`src/rtl/program_loader_pkg.sv`:
```
// Shared types and constants for the program loader: FSM state encoding,
// header size and the byte order used to assemble 16-bit program words.
package program_loader_pkg;

  typedef enum logic [3:0] {
    ST_IDLE    = 4'd0,
    ST_LEN_HI  = 4'd1,
    ST_LEN_LO  = 4'd2,
    ST_DATA_HI = 4'd3,
    ST_DATA_LO = 4'd4,
    ST_WRITE   = 4'd5,
    ST_CHECK   = 4'd6,
    ST_DONE    = 4'd7,
    ST_ERROR   = 4'd8
  } state_t;

  localparam int LEN_BYTES = 2;
  localparam int LEN_WIDTH = 8 * LEN_BYTES;

  // Program words arrive high byte first.
  localparam bit WORD_BIG_ENDIAN = 1'b1;

  function automatic logic [15:0] place_byte(input logic [15:0] word,
                                             input logic [7:0]  data_byte,
                                             input logic        is_first);
    logic [15:0] result;
    result = word;
    if (is_first == WORD_BIG_ENDIAN) begin
      result[15:8] = data_byte;
    end else begin
      result[7:0] = data_byte;
    end
    return result;
  endfunction

  function automatic logic accepts_bytes(input state_t state);
    return (state == ST_LEN_HI)  || (state == ST_LEN_LO) ||
           (state == ST_DATA_HI) || (state == ST_DATA_LO) ||
           (state == ST_CHECK);
  endfunction

  function automatic logic can_start(input state_t state);
    return (state == ST_IDLE) || (state == ST_DONE) || (state == ST_ERROR);
  endfunction

endpackage

```
`src/rtl/program_loader_checksum.sv`:
```
// Running XOR over every accepted stream byte; cleared when a load is armed.
module program_loader_checksum (
  input  logic       i_clk,
  input  logic       i_rst_n,
  input  logic       i_clear,
  input  logic       i_enable,
  input  logic [7:0] i_byte,
  output logic [7:0] o_checksum
);

  logic [7:0] acc_q;
  logic [7:0] acc_d;

  always_comb begin
    acc_d = acc_q;
    if (i_clear) begin
      acc_d = 8'h00;
    end else if (i_enable) begin
      acc_d = acc_q ^ i_byte;
    end
  end

  always_ff @(posedge i_clk) begin
    if (!i_rst_n) begin
      acc_q <= 8'h00;
    end else begin
      acc_q <= acc_d;
    end
  end

  assign o_checksum = acc_q;

endmodule

```
`src/rtl/program_loader.sv`:
```
// Length-prefixed byte stream to program memory write master.
// Define PROGRAM_LOADER_CHECKSUM_EN to require an XOR trailer byte after the data.
module program_loader
  import program_loader_pkg::*;
#(
  parameter int unsigned ADDR_WIDTH    = 10,
  parameter int unsigned START_ADDRESS = 0
) (
  input  logic                  i_clk,
  input  logic                  i_rst_n,
  input  logic                  i_start,
  input  logic                  i_byte_valid,
  input  logic [7:0]            i_byte,
  output logic                  o_byte_ready,
  output logic                  o_write,
  output logic [ADDR_WIDTH-1:0] o_write_address,
  output logic [15:0]           o_data,
  output logic                  o_busy,
  output logic                  o_done,
  output logic                  o_error,
  output logic [ADDR_WIDTH:0]   o_word_count
);

  // Words that fit between START_ADDRESS and the top of memory.
  localparam int unsigned CAPACITY = (32'd1 << ADDR_WIDTH) - START_ADDRESS;
  localparam logic [ADDR_WIDTH-1:0] START_ADDR = ADDR_WIDTH'(START_ADDRESS);

  state_t                state_q, state_d;
  logic [LEN_WIDTH-1:0]  len_q, len_d;
  logic [ADDR_WIDTH-1:0] addr_q, addr_d;
  logic [15:0]           data_q, data_d;
  logic [ADDR_WIDTH:0]   count_q, count_d;
  logic                  ready_q, ready_d;
  logic                  write_q, write_d;
  logic                  busy_q, busy_d;
  logic                  done_q, done_d;
  logic                  error_q, error_d;

  logic                  byte_accept;
  logic                  start_accept;
  logic [LEN_WIDTH-1:0]  len_full;
  logic                  len_bad;
  logic [ADDR_WIDTH:0]   count_inc;
  logic                  last_word;

  assign byte_accept  = i_byte_valid && ready_q;
  assign start_accept = i_start && can_start(state_q);
  assign len_full     = {len_q[LEN_WIDTH-1:8], i_byte};
  assign len_bad      = (len_full == '0) || (32'(len_full) > CAPACITY);
  assign count_inc    = count_q + (ADDR_WIDTH+1)'(1);
  assign last_word    = (32'(count_inc) == 32'(len_q));

`ifdef PROGRAM_LOADER_CHECKSUM_EN
  logic [7:0] checksum;

  program_loader_checksum u_checksum (
    .i_clk      (i_clk),
    .i_rst_n    (i_rst_n),
    .i_clear    (start_accept),
    .i_enable   (byte_accept),
    .i_byte     (i_byte),
    .o_checksum (checksum)
  );
`endif

  always_comb begin
    state_d = state_q;
    len_d   = len_q;
    addr_d  = addr_q;
    data_d  = data_q;
    count_d = count_q;

    case (state_q)
      ST_IDLE, ST_DONE, ST_ERROR: begin
        if (start_accept) begin
          state_d = ST_LEN_HI;
          count_d = '0;
          addr_d  = START_ADDR;
        end
      end
      ST_LEN_HI: begin
        if (byte_accept) begin
          len_d[LEN_WIDTH-1:8] = i_byte;
          state_d              = ST_LEN_LO;
        end
      end
      ST_LEN_LO: begin
        if (byte_accept) begin
          len_d   = len_full;
          state_d = len_bad ? ST_ERROR : ST_DATA_HI;
        end
      end
      ST_DATA_HI: begin
        if (byte_accept) begin
          data_d  = place_byte(data_q, i_byte, 1'b1);
          state_d = ST_DATA_LO;
        end
      end
      ST_DATA_LO: begin
        if (byte_accept) begin
          data_d  = place_byte(data_q, i_byte, 1'b0);
          state_d = ST_WRITE;
        end
      end
      ST_WRITE: begin
        // The length check already bounded the final address, so no wrap guard.
        addr_d  = addr_q + ADDR_WIDTH'(1);
        count_d = count_inc;
        if (last_word) begin
`ifdef PROGRAM_LOADER_CHECKSUM_EN
          state_d = ST_CHECK;
`else
          state_d = ST_DONE;
`endif
        end else begin
          state_d = ST_DATA_HI;
        end
      end
`ifdef PROGRAM_LOADER_CHECKSUM_EN
      ST_CHECK: begin
        if (byte_accept) begin
          state_d = (i_byte == checksum) ? ST_DONE : ST_ERROR;
        end
      end
`endif
      default: state_d = ST_IDLE;
    endcase

    // Status flags are decoded from the next state so every output is a flop.
    ready_d = accepts_bytes(state_d);
    write_d = (state_d == ST_WRITE);
    busy_d  = ready_d || write_d;
    done_d  = (state_d == ST_DONE);
    error_d = (state_d == ST_ERROR);
  end

  always_ff @(posedge i_clk) begin
    if (!i_rst_n) begin
      state_q <= ST_IDLE;
      len_q   <= '0;
      addr_q  <= START_ADDR;
      data_q  <= '0;
      count_q <= '0;
      ready_q <= 1'b0;
      write_q <= 1'b0;
      busy_q  <= 1'b0;
      done_q  <= 1'b0;
      error_q <= 1'b0;
    end else begin
      state_q <= state_d;
      len_q   <= len_d;
      addr_q  <= addr_d;
      data_q  <= data_d;
      count_q <= count_d;
      ready_q <= ready_d;
      write_q <= write_d;
      busy_q  <= busy_d;
      done_q  <= done_d;
      error_q <= error_d;
    end
  end

  assign o_byte_ready    = ready_q;
  assign o_write         = write_q;
  assign o_write_address = addr_q;
  assign o_data          = data_q;
  assign o_busy          = busy_q;
  assign o_done          = done_q;
  assign o_error         = error_q;
  assign o_word_count    = count_q;

endmodule

```
`config.mk`:
```
export PLATFORM = sky130hd
export DESIGN_NAME = program_loader
export DESIGN_NICKNAME = d
export VERILOG_FILES = /design/src/rtl/program_loader_pkg.sv /design/src/rtl/program_loader_checksum.sv /design/src/rtl/program_loader.sv
export SDC_FILE = /design/constraint.sdc
export NUM_CORES = 1
export LEC_CHECK = 0
export BUFFER_PORTS_ARGS = -buffer_cell sky130_fd_sc_hd__buf_2
export CORE_MARGIN = 5
export CORE_UTILIZATION = 55
export DETAILED_ROUTE_END_ITERATION = 16
export PLACE_DENSITY_LB_ADDON = 0.1
export SYNTH_ARGS = -nofsm -noshare
export SYNTH_HDL_FRONTEND = slang
export SYNTH_SLANG_ARGS = --single-unit
```
`constraint.sdc`:
```
create_clock -name i_clk -period 4.8 [get_ports i_clk]
set_clock_uncertainty 0.2 [all_clocks]
set_input_delay 0.24 -clock i_clk [delete_from_list [all_inputs] [get_ports i_clk]]
set_output_delay 0.24 -clock i_clk [all_outputs]
set_load 0.02 [all_outputs]
```
==> out/summary.txt, run 1 <==
CP Class = flop to flop
family with the most delay on the worst path = simple AND/OR/NAND/NOR gates
met2 GRT Util = 36.2%
met3 usage = 3.80%
core area = 5610 um^2
# resized after CTS = 0
dpl cell area = 3440 um^2
DIE AREA = 7480 um^2
initial antenna violation count = 0
critical path cell sequence = ha_1, nand3_2, or3_1, xor2_1, o22a_1, and2_1, a311oi_1
WP data required = 4.83 ns
Critical Path Fanout Max = 8
wire per inst = 16.1 um
global placement routability congestion = 0.965
main flop type after synthesis = dfxtp_1
Antenna Nets Post-Route = 0
achievable clock frequency = 380 MHz
Hold Crit Start = i_start
Slew headroom = 42.4%
1st-iter DRT viols = 269
fraction of layout instances using a drive strength above 1 = 21.0%
design area = 3780 um^2
crit share post-route = 54.8%
DRC = 0
worst hold path type = primary input to flop
Initial DRT Pass Iterations = 5
htree depth = 3
critical path arrival = 2.66 ns
Fin Setup TNS = 0 ns
Pwr Total = 1.20 mW
post-synthesis cell area = 3220 um^2
setup ws final = 2.17 ns
vias in the first global route = 2712
Max clock buf depth = 2
GRT overflow = 0
clock slew at reported path FFs = 0.07 ns
mean post-synth cell area = 8.58 um^2
P&R area growth vs syn = 17.4%
max-slew violation count = 0
endpoints failing setup = 0
first-pass GRT wire length = 13300 um
Fin Hold WS = 0.113 ns
number of flops mapped to enable cells by yosys = 0
via count = 2956
worst r2r src = o_word_count[0]$_SDFFE_PN0P_
drt total wl = 8060 um
Vias/cell = 5.90
Cells after Synth = 375
Die Height = 86.5 um
Initial Utilization = 57.4%
Die X = 86.5 um
outcome = completed
TritonCTS Buffers = 9
# diodes = 0
pre-CTS WS = 2.30 ns
Ports = 54
Setup crit end kind = flop
Root Driver = clkbuf_8
gr busiest metal = met2
post-synthesis sequential area ratio = 38.6%
power per cell area = 316 nW/um^2
Port Buffers = 53
number of synthesized register bits = 62
Worst-Margin Slew = 0.865 ns
crit-path max cell delay = 0.46 ns
Synth cell types = 69
Buf+Inv Stages, Crit Path = 0
minimum clock period = 2.63 ns
TritonCTS clock tree = done
Post-CTS Setup Bufs = 0
RSZ-0062 raised after global routing = no
fin nets = 438
grt met1 use = 29.3%
detailed-placement wirelength estimate = 5470 um
hold-fix buffers at CTS = 8
Std-Cell Rows = 27
largest net degree at the start of global routing = 61
Startpoint Class = flop
Ys Warns = 0
Peak VDD IR = 0.182 mV
CTS sink cnt = 62
Max-Cap Viols = 0
Final Hold Vio Count = 0
# fillers = 513
FFs w/ async S/R, synth = 0%
CP startpoint = o_word_count[0]$_SDFFE_PN0P_
worst skew pair latency = 0.34 ns
slowest CP cell = dfxtp_1
Net Count, Synth = 389
LEAKAGE = 1.51 nW
GRT Util Overall = 22.2%
==> routing by layer <==
metal  routed length (um)  vias up
met5                    0        -
met4                  125        0
li1                     -     1443
met1                 3540     1408
met3                  450       12
met2                 3940       93
==> layout by cell type, fill, tap and decap left out, types with 4 or more instances in the layout <==
cell and n:
and3_1 5, o21ai_0 14, mux2i_1 10, buf_2 53, nand3b_1 4, dfxtp_1 62
nand3_1 20, a21oi_1 9, and2_1 7, nor2b_1 16, nand2_1 53, a21boi_1 28
dlygate4sd3_1 8, clkbuf_8 11, a31oi_1 7, xor2_1 4, xnor2_1 8, nor4_1 4
o21ai_1 13, nor3_1 10, nor2_1 11
==> sequential cells by signal (all words and copies together) (netlist names) <==
name             count
len_q               16
o_data              16
o_word_count        11
o_write_address     10
state_q              4
o_busy               1
o_byte_ready         1
o_done               1
o_error              1
o_write              1
==> final timing paths <==
path / end / slack, ns / cells after the start
worst max-delay path: o_byte_ready$_SDFF_PN0_ / 2.17 / 7
worst max register to register: o_byte_ready$_SDFF_PN0_ / 2.17 / 7
worst min-delay path: state_q[3]$_SDFF_PN0_ / 0.11 / 3
worst min register to register: o_data[13]$_SDFFE_PN0P_ / 0.25 / 2
==> report_power, final <==
group          total, mW  switching [mW]  internal (mW)
registers          0.529         0.00837          0.520
clock network      0.580           0.207          0.373
logic             0.0864          0.0517         0.0347
==> area by class of cell <==
type / instances / area [um^2] / share of cell area (%)
clock buffers: 11 / 151 / 4.01
clock inverters: 5 / 105 / 2.78
inverters: 4 / 16.3 / 0.431
multi-input cells: 285 / 1820 / 48.2
flip-flops and latches: 62 / 1240 / 32.9
well taps: 72 / 90.1 / 2.38
repair buffers: 62 / 353 / 9.34
==> worst reg2reg max path: cells and delay by family, from the launching register on <==
family	cells	cell delay, ns
flops	1	0.46
fa+ha+maj	1	0.36
compound gates	2	0.51
simple gates	3	0.83
xor+xnor	1	0.17
==> cell families after synthesis <==
logic type,count (synthesis),synth area share (%)
and+or+nand+nor,160,27.1
AOI/OAI and AO/OA,101,22.3
DFF,62,38.6
buffers and inverters,28,4.86
xor gates and xnor gates,12,3.27
muxes,10,3.11
adders and majority gates,2,0.777
==> metrics by stage <==
step                utilization (%)  std cells
global route                   67.4        501
CTS                            67.4        501
finish                         67.4        501
global placement               61.4        477
floorplan                         -        375
detailed placement             61.4        477
==> Yosys cell counts (all sizes together) (4+ instances only) <==
library cell	n	share of area, %
nor4	4	0.78
nor2	13	1.8
a21boi	30	7.0
nor2b	16	3.1
xnor2	8	2.2
nor3	11	1.9
mux2i	10	3.1
dfxtp	62	39
and3	6	1.2
o21ai	28	4.5
a21oi	10	1.7
nand4	4	0.97
nand3b	4	0.93
nand3	22	3.7
a31oi	7	1.4
buf	9	2.6
nand2	53	6.2
and2	8	1.6
clkbuf	15	1.8
xor2	4	1.1
Power figures use the tool's default switching activity.
==> run 2: changes to the inputs <==
--- a/config.mk
+++ b/config.mk
@@ -7,7 +7,7 @@
 export LEC_CHECK = 0
 export BUFFER_PORTS_ARGS = -buffer_cell sky130_fd_sc_hd__buf_2
 export CORE_MARGIN = 5
-export CORE_UTILIZATION = 55
+export CORE_UTILIZATION = 51
 export DETAILED_ROUTE_END_ITERATION = 16
 export PLACE_DENSITY_LB_ADDON = 0.1
 export SYNTH_ARGS = -nofsm -noshare
==> constraint.sdc (replaced) <==
create_clock -name i_clk -period 2.3 [get_ports i_clk]
set_clock_uncertainty 0.2 [all_clocks]
set_input_delay 0.115 -clock i_clk [delete_from_list [all_inputs] [get_ports i_clk]]
set_output_delay 0.115 -clock i_clk [all_outputs]
set_load 0.02 [all_outputs]
==> run 2 against run 1 <==
Global-route usage hardly changed. Critical path depth stayed put. Setup slack worse by 2.1 ns. Sequential power is 110% higher. Routed wire length is 4.7% higher. Cell count is 5.2% higher. Combinational power is 140% higher. Die area is 6.9% higher. Via count is 2.1% higher.
==> out/summary.txt, run 2 (synthesis gave the netlist of run 1 again) <==
drt total wl = 8440 um (+4.7%)
fin nets = 459 (+4.8%)
crit share post-route = 95.2% (+40 points)
vias in the first global route = 2781 (+2.5%)
Critical Path Fanout Max = 5 (-3)
fraction of layout instances using a drive strength above 1 = 26.4% (+5.5 points)
switch share = 24.7% (+2.4 points)
GRT overflow = 0 (unchanged)
DIE AREA = 8000 um^2 (+6.9%)
design area = 3990 um^2 (+5.7%)
clock network power share = 48.5% (about the same)
pre-CTS WS = 0.127 ns (-2.17 ns)
TritonCTS Buffers = 9 (unchanged)
Worst-Margin Slew = 0.552 ns (-0.313 ns)
CP Class = flop to flop
achievable clock frequency = 457 MHz (+20%)
Initial Utilization = 51.6% (-5.8 points)
via count = 3018 (+2.1%)
Startpoint Class = flop
first-pass GRT wire length = 13500 um (+2.1%)
critical path cell sequence = nand4_2, buf_4, o21ai_0, nand3_1, a2111oi_4, and2_1, a311oi_2
Hold Crit Start = i_rst_n
detailed-placement wirelength estimate = 5910 um (+8.2%)
Std-Cell Rows = 29 (+7.4%)
wire per inst = 16.0 um (-0.43%)
largest net degree at the start of global routing = 33 (-46%)
Setup crit end kind = flop
Die X = 89.4 um (+3.4%)
DRC = 0 (unchanged)
Fin Setup TNS = 0 ns (unchanged)
worst hold path type = primary input to flop
Peak VDD IR = 0.608 mV (+230%)
Combinational Power Share = 8.1% (+0.9 points)
Post-CTS Setup Bufs = 0 (unchanged)
P&R area growth vs syn = 24.1%
CTS sink cnt = 62 (unchanged)
Final Hold Vio Count = 0 (unchanged)
endpoints failing setup = 0 (unchanged)
Pwr Total = 2.53 mW (+110%)
setup ws final = 0.110 ns (-2.06 ns)
WP data required = 2.31 ns (-2.52 ns)
clock slew at reported path FFs = 0.08 ns (about the same)
RSZ-0062 raised after global routing = no
minimum clock period = 2.19 ns (-0.438 ns)
reg-to-reg endpoint = o_byte_ready$_SDFF_PN0_
Worst R2R Setup Slack = 0.11 ns (-2.06 ns)
Slew headroom = 63.1% (+21 points)
Max clock buf depth = 2 (unchanged)
Die Height = 89.4 um (+3.4%)
Cells on Worst Hold Path = 2 (-1)
worst r2r path cells = 7 (unchanged)
critical path arrival = 2.20 ns (-0.46 ns)
htree depth = 3 (unchanged)
outcome = completed
Max-Cap Viols = 0 (unchanged)
worst skew pair latency = 0.34 ns (about the same)
max-slew violation count = 0 (unchanged)
WHS Endpoint = o_word_count[8]$_SDFFE_PN0P_
crit-path max cell delay = 0.45 ns (about the same)
most frequent cells in the layout = 58 x dfxtp_1, 53 x nand2_1, 53 x buf_2, 28 x a21boi_1, 21 x buf_4
Ports = 54 (unchanged)
core area = 6240 um^2 (+11%)
Antenna Nets Post-Route = 0 (unchanged)
Root Driver = clkbuf_8
GRT Util Overall = 22.1% (-0.049 points)
post-layout util = 64.0% (-3.4 points)
internal power = 1.91 mW (+110%)
initial antenna violation count = 0 (unchanged)
Port Buffers = 53 (unchanged)
commonest non-fill, non-tap cell in the layout = dfxtp_1
Sequential Power Share = 43.4% (-0.8 points)
Initial DRT Pass Iterations = 5 (unchanged)
Vias/cell = 5.73 (-2.9%)
worst r2r src = o_word_count[2]$_SDFFE_PN0P_
Buf+Inv Stages, Crit Path = 1 (+1)
family with the most delay on the worst path = compound AO/OA/AOI/OAI gates
power per cell area = 635 nW/um^2 (+100%)
global placement routability congestion = 0.790 (-18%)
dpl cell area = 3600 um^2 (+4.7%)
# diodes = 0 (unchanged)
slowest CP cell = a2111oi_4
LEAKAGE = 1.62 nW (+7.7%)
# fillers = 548 (+6.8%)
1st-iter DRT viols = 241 (-10%)
TritonCTS clock tree = done
NetSw = 0.626 mW (+130%)
==> run 2: through the flow <==
step                hold WS [ns]  std cells
finish                    0.0593        527
global route              0.0817        527
CTS                       0.0453        527
detailed placement         0.220        502
global placement           0.211        502
floorplan                 0.0498        375
==> run 2: how the worst max path moves through the flow <==
stage,startpoint,to,slack (ns),cells past startpoint
after floorplan,o_word_count[3]$_SDFFE_PN0P_,o_busy$_SDFF_PN0_,0.07,7
after global placement,o_word_count[3]$_SDFFE_PN0P_,o_busy$_SDFF_PN0_,0.18,6
after detailed placement,o_word_count[0]$_SDFFE_PN0P_,o_busy$_SDFF_PN0_,0.13,7
after CTS,i_byte[7],o_busy$_SDFF_PN0_,0.09,8
after global routing,o_word_count[2]$_SDFFE_PN0P_,o_byte_ready$_SDFF_PN0_,0.004,6
final,o_word_count[2]$_SDFFE_PN0P_,o_byte_ready$_SDFF_PN0_,0.11,7
==> run 2: power by group through the flow <==
stage / clock [mW] / combinational, mW / sequential (mW)
6_report: 1.23 / 0.205 / 1.10
5_1_grt: 1.30 / 0.224 / 1.10
4_1_cts: 1.25 / 0.195 / 1.10
3_5_place_dp: 0 / 0.183 / 1.13
3_3_place_gp: 0 / 0.181 / 1.12
2_1_floorplan: 0 / 0.121 / 1.13
==> run 2: what timing repair did <==
item | 4_1_cts | 5_1_grt
endpoints found under the hold margin | 34 | 0
resized for setup | 0 | 9
endpoints found under the setup margin | 0 | 3
hold buffers | 9 | 0
==> run 2: worst register-to-register path, stage by stage (launching register included) <==
cell and delay [ns]:
dfxtp_1 0.42, nand4_2 0.13, buf_4 0.16, o21ai_0 0.21
nand3_1 0.16, a2111oi_4 0.45, and2_1 0.22, a311oi_2 0.10
==> run 2: cell type report <==
class                      count  area (um^2)  area share [%]
multi-input combinational    285         1870            46.8
inverter                       4         16.3           0.407
sequential                    62         1250            31.3
clock buffer                   9          124            3.10
timing repair buffer          83          513            12.8
tap                           77         96.3            2.41
clock inverter                 7          128            3.20
==> run 2: layer usage <==
layer / vias up / GRT usage [%] / share of wire (%)
met3: 10 / 4.88 / 6.6
li1: 1491 / - / -
met2: 92 / 35.3 / 48
met1: 1425 / 29.7 / 44
met4: 0 / 7.31 / 0.95
met5: - / 0 / 0
